$ cat src/rtl/pixop_pkg.sv
// Shared definitions for the pixel point-op sequencer: datapath select codes and FSM states.
package pixop_pkg;

  typedef enum logic [1:0] {
    ST_IDLE = 2'd0,
    ST_RUN  = 2'd1,
    ST_DONE = 2'd2
  } state_t;

  localparam logic [1:0] SEL_PASS     = 2'b00;
  localparam logic [1:0] SEL_BRIGHTEN = 2'b01;
  localparam logic [1:0] SEL_THRESH   = 2'b10;
  localparam logic [1:0] SEL_INVERT   = 2'b11;

endpackage

$ cat src/rtl/pixop_out_stage.sv
// Output register of the pixel stream: captures the datapath result on each input handshake.
// Latency 1 cycle; holds out_byte while out_valid=1 and out_ready=0.
module pixop_out_stage (
  input  logic       clk,
  input  logic       rst_n,
  input  logic       load,
  input  logic [7:0] load_byte,
  input  logic       out_ready,
  output logic       out_valid,
  output logic [7:0] out_byte
);

  // A load in the same cycle as an output handshake keeps the stream full.
  always_ff @(posedge clk or negedge rst_n) begin
    if (!rst_n) begin
      out_valid <= 1'b0;
      out_byte  <= 8'h00;
    end else if (load) begin
      out_valid <= 1'b1;
      out_byte  <= load_byte;
    end else if (out_ready) begin
      out_valid <= 1'b0;
    end
  end

endmodule

$ cat src/rtl/pixel_op_sequencer.sv
// Frame sequencer streaming pixels through an external point-op datapath, one pixel/cycle, 1-cycle latency.
// in_ready drops under output backpressure; optional PIXOP_CHECKSUM_EN adds a 16-bit output checksum.
module pixel_op_sequencer #(
  parameter int CNT_W = 17
) (
  input  logic             clk,
  input  logic             rst_n,
  input  logic             start,
  input  logic [1:0]       cfg_select,
  input  logic [7:0]       cfg_value,
  input  logic [7:0]       cfg_threshold,
  input  logic [CNT_W-1:0] cfg_num_pixels,
  input  logic             in_valid,
  output logic             in_ready,
  input  logic [7:0]       in_byte,
  output logic [1:0]       dp_select,
  output logic [7:0]       dp_value,
  output logic [7:0]       dp_threshold,
  output logic [7:0]       dp_inbyte,
  input  logic [7:0]       dp_outbyte,
  output logic             out_valid,
  input  logic             out_ready,
  output logic [7:0]       out_byte,
  output logic             busy,
  output logic             done,
  output logic [CNT_W-1:0] pix_count
`ifdef PIXOP_CHECKSUM_EN
  ,
  output logic [15:0]      checksum
`endif
);

  import pixop_pkg::*;

  localparam logic [CNT_W-1:0] CNT_ONE = CNT_W'(1);

  state_t           state;
  logic [CNT_W-1:0] remaining;
  logic             in_hs;
  logic             out_hs;
  logic             start_acc;

  assign in_ready  = (state == ST_RUN) && (remaining != '0) && (!out_valid || out_ready);
  assign in_hs     = in_valid && in_ready;
  assign out_hs    = out_valid && out_ready;
  assign start_acc = (state == ST_IDLE) && start;
  // Gated by state so the datapath input is quiet outside a frame and during reset.
  assign dp_inbyte = (state == ST_RUN) ? in_byte : 8'h00;

  always_ff @(posedge clk or negedge rst_n) begin
    if (!rst_n) begin
      state        <= ST_IDLE;
      busy         <= 1'b0;
      done         <= 1'b0;
      remaining    <= '0;
      pix_count    <= '0;
      dp_select    <= 2'b00;
      dp_value     <= 8'h00;
      dp_threshold <= 8'h00;
    end else begin
      done <= 1'b0;
      if (in_hs)  remaining <= remaining - CNT_ONE;
      if (out_hs) pix_count <= pix_count + CNT_ONE;
      case (state)
        ST_IDLE: begin
          if (start) begin
            dp_select    <= cfg_select;
            dp_value     <= cfg_value;
            dp_threshold <= cfg_threshold;
            pix_count    <= '0;
            remaining    <= cfg_num_pixels;
            if (cfg_num_pixels != '0) begin
              state <= ST_RUN;
              busy  <= 1'b1;
            end else begin
              state <= ST_DONE;
              done  <= 1'b1;
            end
          end
        end
        ST_RUN: begin
          // Frame ends when the final pixel leaves, not when it enters.
          if (out_hs && remaining == '0) begin
            state <= ST_DONE;
            busy  <= 1'b0;
            done  <= 1'b1;
          end
        end
        ST_DONE: state <= ST_IDLE;
        default: state <= ST_IDLE;
      endcase
    end
  end

  pixop_out_stage u_out_stage (
    .clk       (clk),
    .rst_n     (rst_n),
    .load      (in_hs),
    .load_byte (dp_outbyte),
    .out_ready (out_ready),
    .out_valid (out_valid),
    .out_byte  (out_byte)
  );

`ifdef PIXOP_CHECKSUM_EN
  always_ff @(posedge clk or negedge rst_n) begin
    if (!rst_n)         checksum <= 16'h0000;
    else if (start_acc) checksum <= 16'h0000;
    else if (out_hs)    checksum <= checksum + {8'h00, out_byte};
  end
`else
  logic unused_start_acc;
  assign unused_start_acc = start_acc;
`endif

endmodule

$ cat config.mk
export PLATFORM = sky130hd
export DESIGN_NAME = pixel_op_sequencer
export DESIGN_NICKNAME = d
export VERILOG_FILES = /design/src/rtl/pixop_pkg.sv /design/src/rtl/pixop_out_stage.sv /design/src/rtl/pixel_op_sequencer.sv
export SDC_FILE = /design/constraint.sdc
export NUM_CORES = 1
export LEC_CHECK = 0
export CAP_MARGIN = 20
export CORE_ASPECT_RATIO = 1.1
export CORE_MARGIN = 3
export CORE_UTILIZATION = 40
export CTS_CLUSTER_SIZE = 10
export DETAILED_ROUTE_END_ITERATION = 7
export GPL_TIMING_DRIVEN = 1
export PLACE_DENSITY_LB_ADDON = 0.15
export SLEW_MARGIN = 10
export SYNTH_ARGS = -nofsm -noshare
export SYNTH_HDL_FRONTEND = slang
export SYNTH_SLANG_ARGS = --single-unit
$ cat constraint.sdc
create_clock -name clk -period 2.53 [get_ports clk]
set_input_delay 0.253 -clock clk [delete_from_list [all_inputs] [get_ports clk]]
set_output_delay 0.253 -clock clk [all_outputs]
set_load 0.02 [all_outputs]
* After elaboration in Yosys (flattened, before gate mapping)
Index checks and enable logic that the tools add are counted.
** Storage, ports and cells
- Flip-flop bits (word level) :: 65
- Latch bits :: 0
- RAM bits :: 0
- ROM bits :: 0
- Word-level logic and storage cells :: 53
- Memories :: 0
** Operators by class
- $add $sub $neg :: 2
- Multipliers :: 0
- Div/mod/pow operators :: 0
- Order comparisons :: 0
- Eq/ne operators :: 4
- Shift operators :: 0
- Muxes and demuxes :: 21
- Bitwise logic cells :: 0
- Reductions and logical operators :: 16
** Operator list (number)
- $mux W17 :: 6
- $reduce_bool A17 Y1 :: 2
- $add A17 B1 Y17 const B :: 1
- $logic_not A17 Y1 :: 1
- $sub A17 B1 Y17 const B :: 1
- $mux W1 :: 8
- $mux W8 :: 1
- $mux W2 :: 3
- $logic_and A1 B1 Y1 :: 5
- $ne A2 B1 Y1 const B :: 2
- $pmux W1 S2 :: 2
- $pmux W2 S2 :: 1
- $reduce_and A2 Y1 :: 2
- $reduce_and A4 Y1 :: 1
- $reduce_bool A2 Y1 :: 2
- $eq A2 B1 Y1 const B :: 1
- $logic_not A2 Y1 :: 1
- $ne A2 B2 Y1 const B :: 1
- $logic_not A1 Y1 :: 1
- $logic_or A1 B1 Y1 :: 1

* Longest topological paths before layout
- Depth after elaboration :: 7
- Mapped depth :: 8
- Depth with buffers taken out :: 7

* Modules after synthesis
From an unflattened synthesis, not the netlist that was laid out.
** Unflattened totals
- Cells, all modules :: 339
- Area total of the unflattened synthesis :: 3185.6 um2
** By module, submodules not included
- pixel_op_sequencer :: instances 1, cells each 319, area an instance 2816.5 um2, seq. area each 1401.3 um2
- pixop_out_stage :: instances 1, cells each 20, area an instance 369.1 um2, seq. area each 225.2 um2

* Least setup slack after synthesis
OpenSTA, ideal clock, no wires.
- Path type :: register -> output
- Start :: register remaining[10]
- End :: output port in_ready
- Arrival :: 2.081 ns
- Required time :: 2.277 ns
- Slack :: 0.196 ns
- Cell stages (with the launch flop) :: 6
- Buffers on the path :: 1
- Cells stage by stage :: dfrtp_1 or4_4 nor4_4 buf_6 nand2_1 and3_1
** On the way
- Cells in the longest elaborated chain, start to end :: 3
** Ends and longest elaborated chain
- start, declared :: RTL line pixel_op_sequencer.sv:38 : logic [CNT_W-1:0] remaining;
- start signal, assigned :: RTL line pixel_op_sequencer.sv:62 : if (in_hs) remaining <= remaining - CNT_ONE;
- start signal, assigned :: RTL line pixel_op_sequencer.sv:71 : remaining <= cfg_num_pixels;
- $reduce_bool A17 Y1 :: RTL line pixel_op_sequencer.sv:43 : assign in_ready = (state == ST_RUN) && (remaining != '0) && (!out_valid || out_ready);
- $logic_and A1 B1 Y1 (2 in series) :: RTL line pixel_op_sequencer.sv:43
- end, declared :: RTL line pixel_op_sequencer.sv:14 : output logic in_ready,
Every way passes these cells.

* Final worst setup path
- Start :: register remaining[12]
- End :: output port in_ready
Same word-level chain as after synthesis.

==> results <==
- The distinct cell type count after synthesis is 38.
- The hold path startpoint is cfg_select[0].
- The top cell type's share of synthesized area is 0.503.
- The per-cell routed wire length is 15.0 um.
- The path category of the worst min-delay check is in2reg.
- Setup violations remaining at the end of the flow were counted as 0.
- The worst-case clock buffer depth is 2.
- The capture instance of the worst register-to-register path is remaining[12].
- Across the run, the number of max-cap violations was 0.
- Prior to clock tree synthesis, the placed netlist has a worst setup slack of 141 ps.
- The number of global-route vias before repair was 2,809.
- The net count after synthesis is 393.
- The total clock sinks is 65.
- The worst-case IR drop observed on VDD is 0.000394 V.
- The worst hold-check slack is 438 ps.
- The buffers plus inverters on the worst setup path is 1.
- The sum of internal, switching and leakage power is 3880 uW.
- Of the cells placed in the final design, the portion with a size suffix greater than 1 is 0.114.
- The analysis attributes to cell leakage a power of 0.00197 uW.
- The worst pin sits at a relative slew slack of 0.589.
- Routability-driven placement finished with a final weighted congestion of 0.828.
- The power per standard cell area is 821 nW/um^2.
- The total overflow left after global routing is 0.
- The maximum number of pins on one net before global-route repair is 66.
- The first global-routing pass estimated 13,700 um of wire.
- The floorplan step set the die height to 100 um.
- The floorplan step defined a die boundary enclosing 9200 um^2.
- The tree is rooted in a clkbuf_8.
- The worst path in the final design needs a cycle of 2440 ps, including I/O delays and setup.
- In this run the remaining antenna-violating nets after routing total 0.
- A synthesized cell averages 9.68 um^2.
- The number of warning messages in the yosys log is 0.
- In the post-synthesis netlist, the biggest area contributors are dfrtp_1 50%, nand2_1 9.6%, xnor2_1 4.9%.
- The run finished with clean final reports.
- Clock skew on the completed layout was measured at 14.2 ps.
- STA puts the critical path data arrival time at 2190 ps.
- The worst register-to-register path has a setup slack of 250 ps.
- The period utilization is 0.965.
- The cell at the slowest stage of the critical path is or4_4.
- The total count of hold-check failures in the final report is 0.
- The CTS tree is built.
- The startpoint of the lowest-slack register-to-register path is remaining[3].
- The worst setup path is launched from a flip-flop.
- The width of the die is 91.7 um.
- The initial antenna violation count came to 0.
- The number of clock buffers inserted by TritonCTS is 9.
- From synthesis to final layout, the design area changed by 46.0%.
- The most common library cell in the layout ignoring fill and taps is clkdlybuf4s50_1.
- The largest fanout of any net on the critical path is 3.
- The cell area after synthesis is 3230 um^2.
- The iteration count of the initial detailed-routing pass is 4.
- The total placed cells including tap cells is 543.
- The number of buffers added on ports is 110.
- The row count is 33.
- The finished layout holds 562 standard cells, fillers aside.
- Across all layers, the routed design uses 2,824 vias.
- The category of the critical setup timing path is reg2out.
- For this configuration, the core starts out at a cell density of 0.423.
- Summing all multi-input logic gate instances after layout gives 1540 um^2.
- In the layout the commonest cells are 108 x clkdlybuf4s50_1, 83 x nand2_1, 65 x dfrtp_1, 25 x nor2_1, 18 x xnor2_1.
- The timing-limited maximum frequency is 410 MHz.
- Fill cells in the final layout number 643.
- The worst-skew pair later-pin latency is 340 ps.
- The total count of max-transition violations in the final report is 0.
- The transition time of the tightest slew-check pin is 612 ps.
- The cell family contributing the most delay on the critical path is simple AND/OR/NAND/NOR gates.
- Summed over all failing endpoints, the final setup total negative slack is 0 ps.
- The number of antenna diodes in the final layout is 0.
- The area used by sequential logic in the layout is 1630 um^2.
- In this run the number of cells on the critical path is 5.
- Counting every instance in the synthesized netlist gives 334.
- The region available for standard cell placement spans 7640 um^2.
- The global-route usage over all layers is 0.186.
- The routed design has 8420 um of wire.
- The required time of the worst setup path is 2280 ps.
- The largest total area in the synthesized netlist belongs to dfrtp_1.
- The detail-routed via count per cell is 5.02.
- The capture endpoint of the worst hold path is dp_select[0].
- In the routed design, unresolved DRC markers number 0.
- The number of top-level design ports is 111.
- The share of the Yosys chip area taken by registers is 0.503.
- In this run, synthesis produced a sequential element count of 65.
- For this run, the post-layout net count is 511.
- Walking the worst path, the cells encountered are or4_4, nor4_4, nand2_1, and3_1, clkdlybuf4s15_1.
- STA classifies the critical path endpoint as an output port.
- On the worst path, the slowest cell contributes a delay of 580 ps.
- Detailed placement ended at an HPWL of 6070 um.
- Setup repair after global routing left no endpoint under its margin.
- After the first detailed-routing iteration, the DRC count stood at 111.
- The worst path meets setup with 89.7 ps of slack.
- The CTS clock-pin slew for the worst setup and hold paths is 80 ps.
- The number of cell instances on the worst register-to-register path is 5.
- The number of instances on the worst hold path is 3.
- The H-tree depth is 3.
worst max-delay path by stage:
stage | startpoint | end | slack (ps)
final | remaining[12] | in_ready | 90
after global routing | remaining[12] | in_ready | 20
after CTS | remaining[10] | in_ready | 20
after detailed placement | remaining[10] | in_ready | 140
after global placement | remaining[10] | in_ready | 160
after floorplan | remaining[10] | in_ready | 200
repair_timing:
action | 4_1_cts | 5_1_grt
hold endpoints to repair | 65 | 0
hold buffers | 1 | 0
resized for setup | 1 | 1
pin swaps | 1 | 1
setup buffers | 1 | 1
setup endpoints to repair | 1 | 1
synth_stat cells, drive strengths merged:
library cell / number
and3: 3
o2bb2ai: 1
and2: 11
nor3: 6
xnor2: 18
a2111oi: 1
a31oi: 1
nor2b: 1
nand3: 13
a21oi: 12
xor2: 11
dfrtp: 65
nand2: 83
nand2b: 2
ha: 3
inv: 2
a22o: 1
and3b: 1
nor4b: 2
o21ai: 17
buf: 2
nor4: 12
clkbuf: 13
or2: 1
or4: 3
nor2: 25
mux2: 8
nand4: 6
or3: 8
nand4b: 2
report_power, final:
part / leakage (uW) / switching (uW) / internal [uW] / total [uW]
Combinational: 0.00106 / 642 / 677 / 1320
Clock: 0.000103 / 416 / 558 / 974
Sequential: 0.000813 / 271 / 1310 / 1580
sequential cells by signal, summed over array words and instances, names as in the netlist:
register and cells:
u_out_stage.out_valid 1, dp_threshold 8, u_out_stage.out_byte 8, dp_value 8, remaining 17, done 1, state 2, busy 1
pix_count 17, dp_select 2
logic make-up after synthesis:
family | synth area share
AOI/OAI and AO/OA | 0.0631
xor gates and xnor gates | 0.0785
adders and majority gates | 0.0116
buffers and inverters | 0.0224
DFF | 0.503
muxes | 0.0371
and+or+nand+nor | 0.284
layout make-up:
cell class / instances / share of cell area
Clock buffer: 10 / 0.0270
Clock inverter: 6 / 0.0196
Inverter: 2 / 0.00159
Multi-Input combinational cell: 252 / 0.325
Sequential cell: 65 / 0.344
Tap cell: 105 / 0.0278
Timing Repair Buffer: 122 / 0.254
worst register-to-register path, cell delays in order (launching register included):
cell	delay (ps)
dfrtp_1	450
or4_4	540
or3_1	530
nor4_2	400
xnor2_1	180
o21ai_1	70
routing by layer:
layer,up-vias,track usage,part of all wire
met4,0,0.0846,0.019
met5,-,0,0
li1,1368,-,-
met1,1351,0.241,0.44
met2,92,0.300,0.48
met3,13,0.0420,0.060
through the flow:
step | util | instance area (um^2)
2_1_floorplan | - | 3230
3_3_place_gp | 0.586 | 4480
3_5_place_dp | 0.586 | 4480
4_1_cts | 0.617 | 4710
5_1_grt | 0.618 | 4720
6_report | 0.618 | 4720
(Power assumes the default switching activity.)
